**src/rtl/io_responder_pkg.sv**
```systemverilog
// Shared constants for the memory-mapped I/O responder.
// Covers the I/O region decode value, the register offsets and the bus data width.
package io_responder_pkg;

  localparam logic [1:0] IO_REGION   = 2'b11;
  localparam logic [2:0] IO_OFF_UART = 3'd0;
  localparam logic [2:0] IO_OFF_CLK  = 3'd4;
  localparam int         MEM_DAT_W   = 8;

  // Register offsets inside the I/O window (1..3 are reserved)
  typedef enum logic [2:0] {
    OFF_UART = 3'd0,
    OFF_RSV1 = 3'd1,
    OFF_RSV2 = 3'd2,
    OFF_RSV3 = 3'd3,
    OFF_CLK0 = 3'd4,
    OFF_CLK1 = 3'd5,
    OFF_CLK2 = 3'd6,
    OFF_CLK3 = 3'd7
  } io_off_e;

  // True when the region bits of a CPU address select the I/O window
  function automatic logic is_io_region(input logic [1:0] region_bits);
    return region_bits == IO_REGION;
  endfunction

endpackage

```
**src/rtl/io_responder_if.sv**
```systemverilog
// CPU byte-bus connection between the CPU (master) and the I/O responder (slave).
interface io_responder_if;
  import io_responder_pkg::*;

  logic [31:0]          mem_a;
  logic                 mem_wr;
  logic [MEM_DAT_W-1:0] mem_dout;
  logic [MEM_DAT_W-1:0] cpu_din;
  logic                 rd_io_q;
  logic                 io_buffer_full;

  modport master (
    output mem_a, mem_wr, mem_dout,
    input  cpu_din, rd_io_q, io_buffer_full
  );

  modport slave (
    input  mem_a, mem_wr, mem_dout,
    output cpu_din, rd_io_q, io_buffer_full
  );

endinterface

```
**src/rtl/io_responder_sync_fifo.sv**
```systemverilog
// First-word-fall-through synchronous FIFO with a registered occupancy count.
// A push into a full FIFO is accepted only when a pop happens in the same cycle.
module sync_fifo
  import io_responder_pkg::*;
#(
  parameter int W  = MEM_DAT_W,
  parameter int AW = 4
) (
  input  logic         clk,
  input  logic         rst,
  input  logic         push,
  input  logic [W-1:0] din,
  input  logic         pop,
  output logic [W-1:0] dout,
  output logic         empty,
  output logic [AW:0]  count_next
);

  localparam int DEPTH = 1 << AW;

  logic [W-1:0]  mem [DEPTH];
  logic [AW-1:0] wr_ptr;
  logic [AW-1:0] rd_ptr;
  logic [AW:0]   count;
  logic          full;
  logic          do_push;
  logic          do_pop;

  assign empty   = (count == '0);
  assign full    = (count == (AW+1)'(DEPTH));
  assign do_pop  = pop & ~empty;
  assign do_push = push & (~full | do_pop);
  assign dout    = mem[rd_ptr];

  // Next occupancy: simultaneous push and pop leave the count unchanged
  always_comb begin
    count_next = count;
    case ({do_push, do_pop})
      2'b10:   count_next = count + 1'b1;
      2'b01:   count_next = count - 1'b1;
      default: count_next = count;
    endcase
  end

  // Storage array needs no reset; only the pointers define what is valid
  always_ff @(posedge clk) begin
    if (do_push) mem[wr_ptr] <= din;
  end

  // Pointer and count state, cleared asynchronously so a reset drops all contents
  always_ff @(posedge clk or posedge rst) begin
    if (rst) begin
      wr_ptr <= '0;
      rd_ptr <= '0;
      count  <= '0;
    end else begin
      if (do_push) wr_ptr <= wr_ptr + 1'b1;
      if (do_pop)  rd_ptr <= rd_ptr + 1'b1;
      count <= count_next;
    end
  end

endmodule

```
**src/rtl/io_responder.sv**
```systemverilog
// Memory-mapped I/O responder: UART TX/RX byte ports, 32-bit cycle counter with
// coherent snapshot, and the program-stop register.
// Optional RX FIFO is built only when the IO_RX_FIFO_EN macro is defined.
module io_responder
  import io_responder_pkg::*;
#(
  parameter int TX_AW       = 4,
  parameter int RX_AW       = 4,
  parameter int FULL_MARGIN = 2
) (
  input  logic                 clk,
  input  logic                 rst,
  input  logic                 en,
  io_responder_if.slave        bus,
  output logic [MEM_DAT_W-1:0] tx_data,
  output logic                 tx_valid,
  input  logic                 tx_ready,
  input  logic [MEM_DAT_W-1:0] rx_data,
  input  logic                 rx_valid,
  output logic                 rx_ready,
  output logic                 program_done
);

  localparam int TX_DEPTH = 1 << TX_AW;
  localparam logic [TX_AW:0] FULL_THR = (TX_AW+1)'(TX_DEPTH - FULL_MARGIN);

  logic                 hit;
  logic                 rd_hit;
  logic                 wr_hit;
  io_off_e              off;
  logic                 tx_push;
  logic [MEM_DAT_W-1:0] tx_din;
  logic                 tx_pop;
  logic                 tx_empty;
  logic [TX_AW:0]       tx_count_next;
  logic                 rx_empty;
  logic [MEM_DAT_W-1:0] rx_head;
  logic [MEM_DAT_W-1:0] rd_byte;
  logic [31:0]          counter;
  logic [31:0]          snapshot;
  logic                 stop_req;
  logic                 done_q;
  logic [MEM_DAT_W-1:0] cpu_din_q;
  logic                 rd_io_q_q;
  logic                 buf_full_q;
  logic                 unused_addr_bits;

  assign unused_addr_bits = ^{bus.mem_a[31:18], bus.mem_a[15:3]};

  assign hit    = en & is_io_region(bus.mem_a[17:16]);
  assign off    = io_off_e'(bus.mem_a[2:0]);
  assign rd_hit = hit & ~bus.mem_wr;
  assign wr_hit = hit & bus.mem_wr;

  // A zero byte written to the UART port is swallowed; a stop write queues a 0x00 marker
  assign tx_push = wr_hit & (((off == IO_OFF_UART) & (bus.mem_dout != '0)) | (off == IO_OFF_CLK));
  assign tx_din  = (off == IO_OFF_CLK) ? '0 : bus.mem_dout;
  assign tx_pop  = tx_valid & tx_ready;

  sync_fifo #(.W(MEM_DAT_W), .AW(TX_AW)) u_tx_fifo (
    .clk        (clk),
    .rst        (rst),
    .push       (tx_push),
    .din        (tx_din),
    .pop        (tx_pop),
    .dout       (tx_data),
    .empty      (tx_empty),
    .count_next (tx_count_next)
  );

  assign tx_valid = ~tx_empty;

`ifdef IO_RX_FIFO_EN
  localparam int RX_DEPTH = 1 << RX_AW;

  logic             rx_pop;
  logic [RX_AW:0]   rx_count_next;
  logic             rx_ready_q;

  assign rx_pop = rd_hit & (off == IO_OFF_UART) & ~rx_empty;

  sync_fifo #(.W(MEM_DAT_W), .AW(RX_AW)) u_rx_fifo (
    .clk        (clk),
    .rst        (rst),
    .push       (rx_valid & rx_ready),
    .din        (rx_data),
    .pop        (rx_pop),
    .dout       (rx_head),
    .empty      (rx_empty),
    .count_next (rx_count_next)
  );

  // Advertise room for another UART byte based on next cycle's occupancy
  always_ff @(posedge clk or posedge rst) begin
    if (rst) rx_ready_q <= 1'b1;
    else     rx_ready_q <= (rx_count_next != (RX_AW+1)'(RX_DEPTH));
  end

  assign rx_ready = rx_ready_q;
`else
  logic unused_rx;

  assign unused_rx = ^{rx_data, rx_valid};
  assign rx_empty  = 1'b1;
  assign rx_head   = '0;
  assign rx_ready  = 1'b0;
`endif

  // Read data mux: RX head, live counter low byte, or snapshot upper bytes
  always_comb begin
    rd_byte = '0;
    case (off)
      OFF_UART: rd_byte = rx_empty ? '0 : rx_head;
      OFF_CLK0: rd_byte = counter[7:0];
      OFF_CLK1: rd_byte = snapshot[15:8];
      OFF_CLK2: rd_byte = snapshot[23:16];
      OFF_CLK3: rd_byte = snapshot[31:24];
      default:  rd_byte = '0;
    endcase
  end

  // One-cycle read response; cpu_din holds between I/O reads
  always_ff @(posedge clk or posedge rst) begin
    if (rst) begin
      cpu_din_q <= '0;
      rd_io_q_q <= 1'b0;
    end else begin
      rd_io_q_q <= rd_hit;
      if (rd_hit) cpu_din_q <= rd_byte;
    end
  end

  // Free-running cycle counter; reading the low byte freezes the full value for the upper bytes
  always_ff @(posedge clk or posedge rst) begin
    if (rst) begin
      counter  <= '0;
      snapshot <= '0;
    end else begin
      if (en) counter <= counter + 1'b1;
      if (rd_hit && off == OFF_CLK0) snapshot <= counter;
    end
  end

  // Sticky stop request and completion flag once the TX queue has drained
  always_ff @(posedge clk or posedge rst) begin
    if (rst) begin
      stop_req <= 1'b0;
      done_q   <= 1'b0;
    end else begin
      if (wr_hit && off == OFF_CLK0) stop_req <= 1'b1;
      if (stop_req && tx_empty) done_q <= 1'b1;
    end
  end

  // Back-pressure to the CPU, leaving headroom for writes already in flight
  always_ff @(posedge clk or posedge rst) begin
    if (rst) buf_full_q <= 1'b0;
    else     buf_full_q <= (tx_count_next >= FULL_THR);
  end

  assign program_done       = done_q | (stop_req & tx_empty);
  assign bus.cpu_din        = cpu_din_q;
  assign bus.rd_io_q        = rd_io_q_q;
  assign bus.io_buffer_full = buf_full_q;

endmodule

```
**src/flat_wrapper.sv**
```systemverilog
// flat-port wrapper written by rule: the top's interface ports become plain ports
module io_responder_flat import io_responder_pkg::*;
#(
  parameter int TX_AW       = 4,
  parameter int RX_AW       = 4,
  parameter int FULL_MARGIN = 2
)
  (clk, rst, en, tx_data, tx_valid, tx_ready, rx_data, rx_valid, rx_ready, program_done, bus_mem_a, bus_mem_wr, bus_mem_dout, bus_cpu_din, bus_rd_io_q, bus_io_buffer_full);
  io_responder_if bus_i ();
  input  logic clk;
  input  logic rst;
  input  logic en;
  output logic [MEM_DAT_W-1:0] tx_data;
  output logic tx_valid;
  input  logic tx_ready;
  input  logic [MEM_DAT_W-1:0] rx_data;
  input  logic rx_valid;
  output logic rx_ready;
  output logic program_done;
  input wire logic [$bits(bus_i.mem_a)-1:0] bus_mem_a;
  input wire logic [$bits(bus_i.mem_wr)-1:0] bus_mem_wr;
  input wire logic [$bits(bus_i.mem_dout)-1:0] bus_mem_dout;
  output wire logic [$bits(bus_i.cpu_din)-1:0] bus_cpu_din;
  output wire logic [$bits(bus_i.rd_io_q)-1:0] bus_rd_io_q;
  output wire logic [$bits(bus_i.io_buffer_full)-1:0] bus_io_buffer_full;
  assign bus_i.mem_a = bus_mem_a;
  assign bus_i.mem_wr = bus_mem_wr;
  assign bus_i.mem_dout = bus_mem_dout;
  assign bus_cpu_din = bus_i.cpu_din;
  assign bus_rd_io_q = bus_i.rd_io_q;
  assign bus_io_buffer_full = bus_i.io_buffer_full;
  io_responder #(.TX_AW(TX_AW), .RX_AW(RX_AW), .FULL_MARGIN(FULL_MARGIN)) u_core (.clk(clk), .rst(rst), .en(en), .bus(bus_i), .tx_data(tx_data), .tx_valid(tx_valid), .tx_ready(tx_ready), .rx_data(rx_data), .rx_valid(rx_valid), .rx_ready(rx_ready), .program_done(program_done));
endmodule
```
**config.mk**
```make
export PLATFORM = sky130hd
export DESIGN_NAME = io_responder_flat
export DESIGN_NICKNAME = d
export VERILOG_FILES = /design/src/rtl/io_responder_pkg.sv /design/src/rtl/io_responder_if.sv /design/src/rtl/io_responder_sync_fifo.sv /design/src/rtl/io_responder.sv /design/src/flat_wrapper.sv
export SDC_FILE = /design/constraint.sdc
export NUM_CORES = 1
export LEC_CHECK = 0
export CORE_MARGIN = 2
export CORE_UTILIZATION = 45
export DETAILED_ROUTE_END_ITERATION = 8
export GPL_ROUTABILITY_DRIVEN = 0
export GPL_TIMING_DRIVEN = 0
export PLACE_DENSITY = 0.7
export SKIP_CTS_REPAIR_TIMING = 1
export SLEW_MARGIN = 20
export SYNTH_ARGS = -nofsm -noshare
export SYNTH_HDL_FRONTEND = slang
export SYNTH_HIERARCHICAL = 1
export SYNTH_SLANG_ARGS = --single-unit
```
**constraint.sdc**
```tcl
create_clock -name clk -period 2.95 [get_ports clk]
set_input_delay 0.59 -clock clk [delete_from_list [all_inputs] [get_ports clk]]
set_output_delay 0.59 -clock clk [all_outputs]
set_load 0.03 [all_outputs]
```
# Word level (Yosys, flattened, before mapping)

Memory sizes are Yosys's and may differ from the RTL's.
Index checks and enable logic that the tools add are counted.

Magnitude comparators: 1
Eq/ne operators: 8
Reduce and logical (&&, ||, !) cells: 6
Muxes and demuxes: 5
Bitwise operators: 15
Add/sub/neg operators: 5

Operators with widths:

| cell                                                                  | count |
|---|---|
| 32-bit by 1-bit adder with 32-bit output, second input constant       | 1 |
| 8-bit case mux with 4 select lines                                    | 1 |
| 3-bit equality test, second input constant                            | 4 |
| 5-bit case mux with 2 select lines                                    | 1 |
| 1-bit AND                                                             | 9 |
| 4-bit by 1-bit adder with 4-bit output, second input constant         | 2 |
| 8-bit 2-to-1 mux                                                      | 1 |
| 8-bit nonzero test                                                    | 1 |
| 5-bit by 1-bit adder with 5-bit output, second input constant         | 1 |
| 5-bit equality test, second input constant                            | 1 |
| 5-bit by 4-bit >= comparator with 1-bit output, second input constant | 1 |
| 5-bit zero test                                                       | 1 |
| 5-bit by 1-bit subtractor with 5-bit output, second input constant    | 1 |
| 2-bit equality test, second input constant                            | 2 |
| 1-bit logical AND                                                     | 3 |
| 3-bit zero test                                                       | 1 |
| 1-bit NOT                                                             | 3 |
| 1-bit OR                                                              | 3 |
| 2-bit by 1-bit equality test with 1-bit output, second input constant | 1 |
| 1-bit 2-to-1 mux                                                      | 2 |

Output and inout port bits: 21
Logic and storage cells: 51
Input bits: 54
Memory bits (writable): 128
Bits in registers: 89
Memories: 1

Memory list:

| memory               | words | bits a word | rd ports | clocked after memory_dff | write ports | RTL line                     | text |
|---|---|---|---|---|---|---|---|
| u_core.u_tx_fifo.mem | 16    | 8           | 1        | 0                        | 1           | io_responder_sync_fifo.sv:21 | `logic [W-1:0] mem [DEPTH];` |

# Depth between registers and ports, before layout

Gate-level depths: netlist of the first run.

Depth in word-level cells: 9
Gate-level depth with buffers: 13
Mapped depth without buffers: 12

# Cells and area by module

Netlist of the first run, hierarchy kept.

Modules (own cells, without submodules):

| module       | area each (um2) | seq. area each (um2) | instances | cells each |
|---|---|---|---|---|
| sync_fifo    | 5774.3          | 4169.0               | 1         | 303 |
| io_responder | 3339.5          | 1701.6               | 1         | 262 |

# Worst setup path before layout of the first run

Ideal clock, no wire load.

Path type: input-to-reg
From: in en
To: reg u_core.buf_full_q, in the netlist u_core/bus.io_buffer_full
Library setup time: 0.120 ns
Path buffers: 1
Required time: 2.830 ns
Data arrival time: 3.387 ns
Slack: -0.557 ns
Stages on the path: 11
Cell sequence: clkbuf_8 nand4_1 a2111oi_0 inv_1 nand2_1 nor2_1 fa_1 and3_1 o311ai_0 o221ai_1 a31o_2

Word-level cells in the longest chain between the ends: 7
Elaborated cells between the ends (all ways): 8
Those cells by class: 1 x order compare; 2 x eq/ne; 1 x mux; 4 x bitwise

RTL lines:

| what                                                                                         | RTL line                     | text |
|---|---|---|
| start, declared                                                                              | flat_wrapper.sv:12           | `input logic en;` |
| 1-bit AND *                                                                                  | io_responder.sv:50           | `assign hit = en & is_io_region(bus.mem_a[17:16]);` |
| 1-bit AND *                                                                                  | io_responder.sv:53           | `assign wr_hit = hit & bus.mem_wr;` |
| 1-bit AND *                                                                                  | io_responder.sv:56           | `assign tx_push = wr_hit & (((off == IO_OFF_UART) & (bus.mem_dout != '0)) \| (off == IO_OFF_CLK));` |
| named net u_core.tx_push                                                                     | io_responder.sv:31           | `logic tx_push;` |
| 1-bit AND *                                                                                  | io_responder_sync_fifo.sv:32 | `assign do_push = push & (~full \| do_pop);` |
| 2-bit by 1-bit equality test with 1-bit output / 2-bit equality test (equally long branches) | io_responder_sync_fifo.sv:38 | `case ({do_push, do_pop})` |
| 5-bit case mux with 2 select lines *                                                         | io_responder_sync_fifo.sv:38 |  |
| named net u_core.tx_count_next[4]                                                            | io_responder.sv:35           | `logic [TX_AW:0] tx_count_next;` |
| 5-bit by 4-bit >= comparator with 1-bit output *                                             | io_responder.sv:158          | `else buf_full_q <= (tx_count_next >= FULL_THR);` |
| end signal, assigned                                                                         | io_responder.sv:158          |  |
| end, declared                                                                                | io_responder.sv:45           | `logic buf_full_q;` |

Mark *: on every way through the listed nets, which the timed path passes. The rest lies on a longest branch.
A chain may end at the register's enable or synchronous reset.

# Final worst setup path of the first run

From: reg u_core.u_tx_fifo.count[3]
To: reg u_core.buf_full_q, in the netlist u_core/bus.io_buffer_full

Word-level cells in the longest chain between the ends: 9
Elaborated cells between the ends (all ways): 14
Those cells by class: 2 x add/sub; 1 x order compare; 3 x eq/ne; 1 x mux; 6 x bitwise; 1 x reduce/logical

RTL lines:

| what                                                                                         | RTL line                     | text |
|---|---|---|
| start, declared                                                                              | io_responder_sync_fifo.sv:24 | `logic [AW:0] count;` |
| start signal, assigned                                                                       | io_responder_sync_fifo.sv:59 | `count <= count_next;` |
| 5-bit zero test *                                                                            | io_responder_sync_fifo.sv:29 | `assign empty = (count == '0);` |
| named net u_core.tx_empty                                                                    | io_responder.sv:34           | `logic tx_empty;` |
| 1-bit NOT *                                                                                  | io_responder.sv:71           | `assign tx_valid = ~tx_empty;` |
| 1-bit AND *                                                                                  | io_responder.sv:58           | `assign tx_pop = tx_valid & tx_ready;` |
| named net u_core.tx_pop                                                                      | io_responder.sv:33           | `logic tx_pop;` |
| 1-bit AND *                                                                                  | io_responder_sync_fifo.sv:31 | `assign do_pop = pop & ~empty;` |
| 1-bit OR                                                                                     | io_responder_sync_fifo.sv:32 |  |
| 1-bit AND                                                                                    | io_responder_sync_fifo.sv:32 |  |
| 2-bit by 1-bit equality test with 1-bit output / 2-bit equality test (equally long branches) | io_responder_sync_fifo.sv:38 |  |
| 5-bit case mux with 2 select lines *                                                         | io_responder_sync_fifo.sv:38 |  |
| named net u_core.tx_count_next[4]                                                            | io_responder.sv:35           |  |
| 5-bit by 4-bit >= comparator with 1-bit output *                                             | io_responder.sv:158          |  |

Marks and branches as above.

==> impl_metrics.tcl, run 1 <==
set metrics [dict create \
    die-area_um2 21400 \
    ys_ff_latch 209 \
    post_drt_wl_per_cell_um 20.9 \
    track_usage 0.182 \
    p_int_mw 6.12 \
    skew_ps 10.6 \
    fin_crit_ps 2890 \
    htreeDepth 1 \
    ir_drop_v 0.000454 \
    syn2layout_area_growth_pct 19.3 \
    drt_first_pass_iters 4 \
    yosysWarnings 6 \
    overflow 0 \
    core-area_um2 20000 \
    syn-num-nets 629 \
    clkTransAtPathRegs_ps 60 \
    pwr_density_cell_nw_per_um2 813 \
    fillerInstances 1636 \
    numCtsBuffers 22 \
    drtIter0Drc 349 \
    synth_ff_type "edfxtp_1" \
    relSlewSlack 0.251 \
    vias_per_cell 5.56 \
    crit_family "simple AND/OR/NAND/NOR gates" \
    final_cell_mix "128 x edfxtp_1, 79 x dfrtp_1, 42 x nand2_1, 40 x mux4_2, 32 x xnor2_1" \
    setup_violations 0 \
    path_cells "nor4_4 -> nand2b_1 -> inv_2 -> nor2b_4 -> nand2_4 -> nor2_4 -> fa_2 -> and3_4 -> o211ai_1 -> o31a_1 -> o221ai_2 -> a31o_2" \
    vias 5140 \
    yosysSeqAreaShare 0.644 \
    initial_core_util 0.455 \
    ys_async_sr_fraction 0.388 \
    hold_start "bus_mem_a[2]" \
    total_power_mw 8.84 \
    avgSynthCellArea_um2 16.1 \
    ant_nets 0 \
    grt_antenna_before_repair 0 \
    drive_gt1_frac 0.300 \
    cp_num_buf_inv 1 \
    fmax_mhz 345 \
    leakage_nw 4.33 \
    hold_violations 0 \
    dieWidth_um 146 \
    pwr-share-clk 0.300 \
    worstSetupPathType "reg2reg" \
    critical-path-max-stage-delay_ps 490 \
    wl_um 19300 \
    seqCellArea_um2 5870 \
    finalInstanceArea_um2 10900 \
    hold_path.class "in2reg" \
    io_buffers 34 \
    worstMarginPinSlew_ps 1120 \
    clockBufferDepth 3 \
    r2r_start "u_core/u_tx_fifo/count[3]" \
    cp_slowest_cell "dfrtp_1" \
    crit_arrival_ps 3280 \
    pwr-share-comb 0.302 \
    path_max_fanout 9 \
    worstSetupStartpoint "u_core/u_tx_fifo/count[3]" \
    p_sw_mw 2.73 \
    critPathRequiredTime_ps 3340 \
    swShare 0.308 \
    timing.final.crit_share 0.981 \
    timing.final.max_slew_violations 0 \
    cts_tree "yes" \
    multi_input_area_um2 3220 \
    drc 0 \
    status "finished clean" \
    final_nets 702 \
    rsz0062_at_grt "true" \
    clock-sinks 209 \
    drv_cap 0 \
    io_pins 75 \
    grt_pass1_wl_um 30300 \
    num_rows 52 \
    dpl_cell_area_um2 9860 \
    cts_root_buf "clkbuf_16" \
    netlist_area_um2 9110 \
    clk_latency_ps 500 \
    grt_max_degree 47 \
    diodes 0 \
    fp.dieH_um 146 \
    final_common_cell "edfxtp_1" \
    grt_pass1_vias 5404 \
    syn_inst 565 \
    synth_edf_count 128 \
    ys_types 58 \
    worst_setup_path_start_kind "flop" \
    cp-end-kind "flop" \
    dp_hpwl_um 12900 \
    power.share.sequential 0.398 \
    fin_util 0.543 \
]
worst register-to-register path, cell delays in order (launching register included):
cell and delay (ps):
dfrtp_1 490, nor4_4 340, nand2b_1 180, inv_2 170, nor2b_4 100, nand2_4 100
nor2_4 60, fa_2 420, and3_4 200, o211ai_1 210, o31a_1 190, o221ai_2 100
a31o_2 240
per-layer routing:
layer / share of wire / vias to the layer above / GRT usage
met1: 0.41 / 2643 / 0.249
met4: 0.023 / 0 / 0.0553
met5: 0 / - / 0
met2: 0.51 / 150 / 0.308
li1: - / 2320 / -
met3: 0.058 / 27 / 0.0241
per-stage QoR:
| step | hold slack [ps] | instances | setup TNS, ps | setup WS, ps |
|---|---|---|---|---|
| after floorplan | 430 | 565 | -133 | -133 |
| after global placement | 440 | 869 | -106880 | -984 |
| after detailed placement | 446 | 870 | -83940 | -1030 |
| after CTS | 405 | 910 | -21330 | -907 |
| after global routing | 422 | 924 | -110 | -100 |
| final | 425 | 924 | 0 | 55.2 |
cells in the mapped netlist (3+ instances only):
master | number | area share
xor2_1 | 7 | 0.0067
nand2_1 | 43 | 0.018
clkbuf_1 | 7 | 0.0029
nor3_1 | 8 | 0.0044
a21o_1 | 5 | 0.0041
xnor2_1 | 33 | 0.032
buf_6 | 6 | 0.0074
o21ai_0 | 3 | 0.0016
nand4_2 | 3 | 0.0041
ha_1 | 9 | 0.012
nand3_1 | 31 | 0.017
mux2_2 | 8 | 0.0099
inv_1 | 10 | 0.0041
nor2_1 | 9 | 0.0037
a22oi_1 | 16 | 0.013
a21oi_1 | 3 | 0.0016
mux2_4 | 21 | 0.035
nor4_1 | 4 | 0.0027
dfrtp_1 | 81 | 0.22
edfxtp_1 | 128 | 0.42
and3_1 | 11 | 0.0076
nand4_1 | 11 | 0.0076
and2_1 | 13 | 0.0089
mux4_2 | 40 | 0.099
nor2b_1 | 13 | 0.0089
buf_2 | 4 | 0.0022
flip-flops by register name, indices dropped and copies added, names as in the netlist:
name and flops:
u_core/u_tx_fifo/wr_ptr 4, u_core/bus.rd_io_q 1, u_core/u_tx_fifo/mem 128, u_core/snapshot 24, u_core/bus.io_buffer_full 1, u_core/u_tx_fifo/rd_ptr 4
u_core/counter 32, u_core/stop_req 1, u_core/bus.cpu_din 8, u_core/done_q 1, u_core/u_tx_fifo/count 5
final timing paths:
check | end | cells past startpoint | slack (ps)
max | u_core/bus.io_buffer_full | 12 | 60
min | u_core/bus.cpu_din[0] | 3 | 430
max reg2reg | u_core/bus.io_buffer_full | 12 | 60
min reg2reg | u_core/done_q | 1 | 460
max in group asynchronous | u_core/counter[3] | 3 | 1980
min in group asynchronous | u_core/counter[29] | 2 | 440
kinds of logic after synthesis:
| kind of cell | after synthesis | share of synthesized area |
|---|---|---|
| compound gates | 40 | 0.0325 |
| xor+xnor | 40 | 0.0384 |
| fa+ha+maj | 10 | 0.0146 |
| buf+inv | 34 | 0.0231 |
| flops | 209 | 0.644 |
| mux | 70 | 0.144 |
| other cells | 1 | 0.000411 |
| simple gates | 161 | 0.102 |
power groups by stage:
stage	clock network, mW	logic [mW]	registers (mW)
after global placement	0	2.42	3.51
after CTS	2.71	2.48	3.47
after detailed placement	0	2.46	3.53
final	2.65	2.67	3.52
after global routing	2.83	2.87	3.54
after floorplan	0	1.73	3.50
layout make-up:
class / count / area share
plain buffers: 21 / 0.0196
clock buffers: 28 / 0.0536
clock inverters: 12 / 0.0107
inverters: 11 / 0.00449
multi-input cells: 322 / 0.296
flip-flops and latches: 209 / 0.540
well taps: 270 / 0.0311
repair buffers: 51 / 0.0443
Note: power is estimated with default switching activity, not from simulation.
==> run 2: changes to the inputs <==
- CTS_CLUSTER_SIZE: default -> 16
- GPL_TIMING_DRIVEN: 0 -> default
==> run 2 against run 1 <==
  * Sequential cell count is the same
  * Critical endpoint is now tx_data[6]
  * Final area grew 0.92%
  * Critical path type is now reg2out
  * Die area is the same
==> impl_metrics.tcl, run 2 (synthesis gave the netlist of run 1 again) <==
set metrics [dict create \
    ir_drop_v 0.000374 \
    clkTransAtPathRegs_ps 60 \
    final_nets 715 \
    reg2reg_slack_ps 170 \
    tns_ps 0 \
    diodes 0 \
    crit_arrival_ps 2290 \
    grt_pass1_vias 5462 \
    grt_antenna_before_repair 0 \
    io_buffers 37 \
    critPathRequiredTime_ps 2360 \
    final_cell_mix "128 x edfxtp_1, 80 x dfrtp_1, 42 x nand2_1, 40 x mux4_2, 35 x buf_4" \
    top_register "u_core/u_tx_fifo/mem" \
    min_path_cells 1 \
    drive_gt1_frac 0.273 \
    fmax_mhz 347 \
    track_usage 0.184 \
    post_drt_wl_per_cell_um 20.8 \
    cp-end-kind "output pin" \
    initial_core_util 0.455 \
    die-area_um2 21400 \
    dp_hpwl_um 13000 \
    reg.largest.list "u_core/u_tx_fifo/mem (128), u_core/counter (32), u_core/snapshot (24)" \
    final_common_cell "edfxtp_1" \
    path_cells "buf_4 -> mux4_2 -> a22oi_1 -> nand2_1 -> dlymetal6s2s_1" \
    relSlewSlack 0.275 \
    core-area_um2 20000 \
    fin_crit_ps 2880 \
    grt_max_degree 46 \
    skew_ps 15.2 \
    cp_slowest_cell "dfrtp_2" \
    vias 5258 \
    worstMarginPinSlew_ps 1090 \
    path_max_fanout 7 \
    pwr_density_cell_nw_per_um2 802 \
    hold_path.class "reg2reg" \
    setup_violations 0 \
    fp.dieH_um 146 \
    critical-path-max-stage-delay_ps 510 \
    dieWidth_um 146 \
    r2r_end "u_core/u_tx_fifo/mem[8][3]" \
    timing.final.crit_share 0.977 \
    syn2layout_area_growth_pct 20.4 \
    timing.final.max_slew_violations 0 \
    hold_violations 0 \
    holdPathEnd "u_core/done_q" \
    htreeDepth 1 \
    clockBufferDepth 3 \
    io_pins 75 \
    cts_tree "yes" \
    cts_root_buf "clkbuf_16" \
    rr_worst_depth 9 \
    status "finished clean" \
    drt_first_pass_iters 5 \
    hold_start "u_core/done_q" \
    wl_um 19500 \
    clock-sinks 209 \
    ant_nets 0 \
    largest_reg_flops 128 \
    numCtsBuffers 22 \
    worstSetupPathType "reg2out" \
    r2r_start "u_core/u_tx_fifo/count[3]" \
    leakage_nw 4.39 \
    drc 0 \
    overflow 0 \
    vias_per_cell 5.62 \
    worst_setup_path_start_kind "flop" \
    drv_cap 0 \
    clk_latency_ps 510 \
    grt_pass1_wl_um 30400 \
    total_power_mw 8.80 \
    num_rows 52 \
    drtIter0Drc 353 \
    fillerInstances 1613 \
]
## run 2: cell types whose count changed in the layout (fill, tap and decap cells not counted), moves of 5 or more
cell,before,now
a22oi_2,7,0
buf_6,8,3
buf_4,18,35
clkinv_1,4,10
a22oi_1,9,16
clkdlybuf4s50_1,12,22
and2_2,7,0
clkbuf_2,8,2
buf_12,2,10
and2_1,6,13
## run 2: report_power, final
| part | internal, mW | switching [mW] |
|---|---|---|
| Clock | 1.36 | 1.07 |
| Combinational | 1.42 | 1.45 |
| Sequential | 3.28 | 0.231 |
## run 2: critical path, delay by kind of cell, from the launching register on
family | cells | cell delay [ps]
DFF | 1 | 510
buffers and inverters | 2 | 460
AOI/OAI and AO/OA | 1 | 250
and+or+nand+nor | 1 | 80
muxes | 1 | 500
## run 2: how the worst max path moves through the flow
stage | start | to | slack (ps)
after floorplan | bus_mem_dout[2] | u_core/bus.io_buffer_full | -130
after global placement | bus_mem_dout[2] | u_core/bus.io_buffer_full | -600
final | u_core/u_tx_fifo/rd_ptr[0] | tx_data[6] | 70
after detailed placement | bus_mem_dout[2] | u_core/bus.io_buffer_full | -650
after global routing | bus_mem_dout[1] | u_core/bus.io_buffer_full | -8
after CTS | u_core/u_tx_fifo/rd_ptr[0] | tx_data[2] | -390
## run 2: metal layers
| metal | wire length [um] | vias to the layer above | share of wire | GRT usage |
|---|---|---|---|---|
| li1 | - | 2341 | - | - |
| met1 | 8150 | 2721 | 0.42 | 0.248 |
| met2 | 9950 | 155 | 0.51 | 0.316 |
| met3 | 886 | 41 | 0.045 | 0.0256 |
| met4 | 495 | 0 | 0.025 | 0.0500 |
| met5 | 0 | - | 0 | 0 |
## run 2: cell type report
type                            count  area, um2  share of cell area
Inverter                           11       46.3             0.00422
Clock buffer                       26        566              0.0515
Tap cell                          270        338              0.0308
Clock inverter                     13       63.8             0.00582
Multi-Input combinational cell    322       3200               0.291
Sequential cell                   209       5870               0.535
Timing Repair Buffer               85        890              0.0811
## run 2: stage by stage
stage,setup slack (ps),cells,area (um2),hold WS [ps],util
floorplan,-133,565,9150,430,-
global placement,-602,892,10100,442,0.506
detailed placement,-652,892,10100,466,0.506
CTS,-393,931,10800,480,0.537
global route,-8.32,936,11000,505,0.548
finish,67.3,936,11000,473,0.548
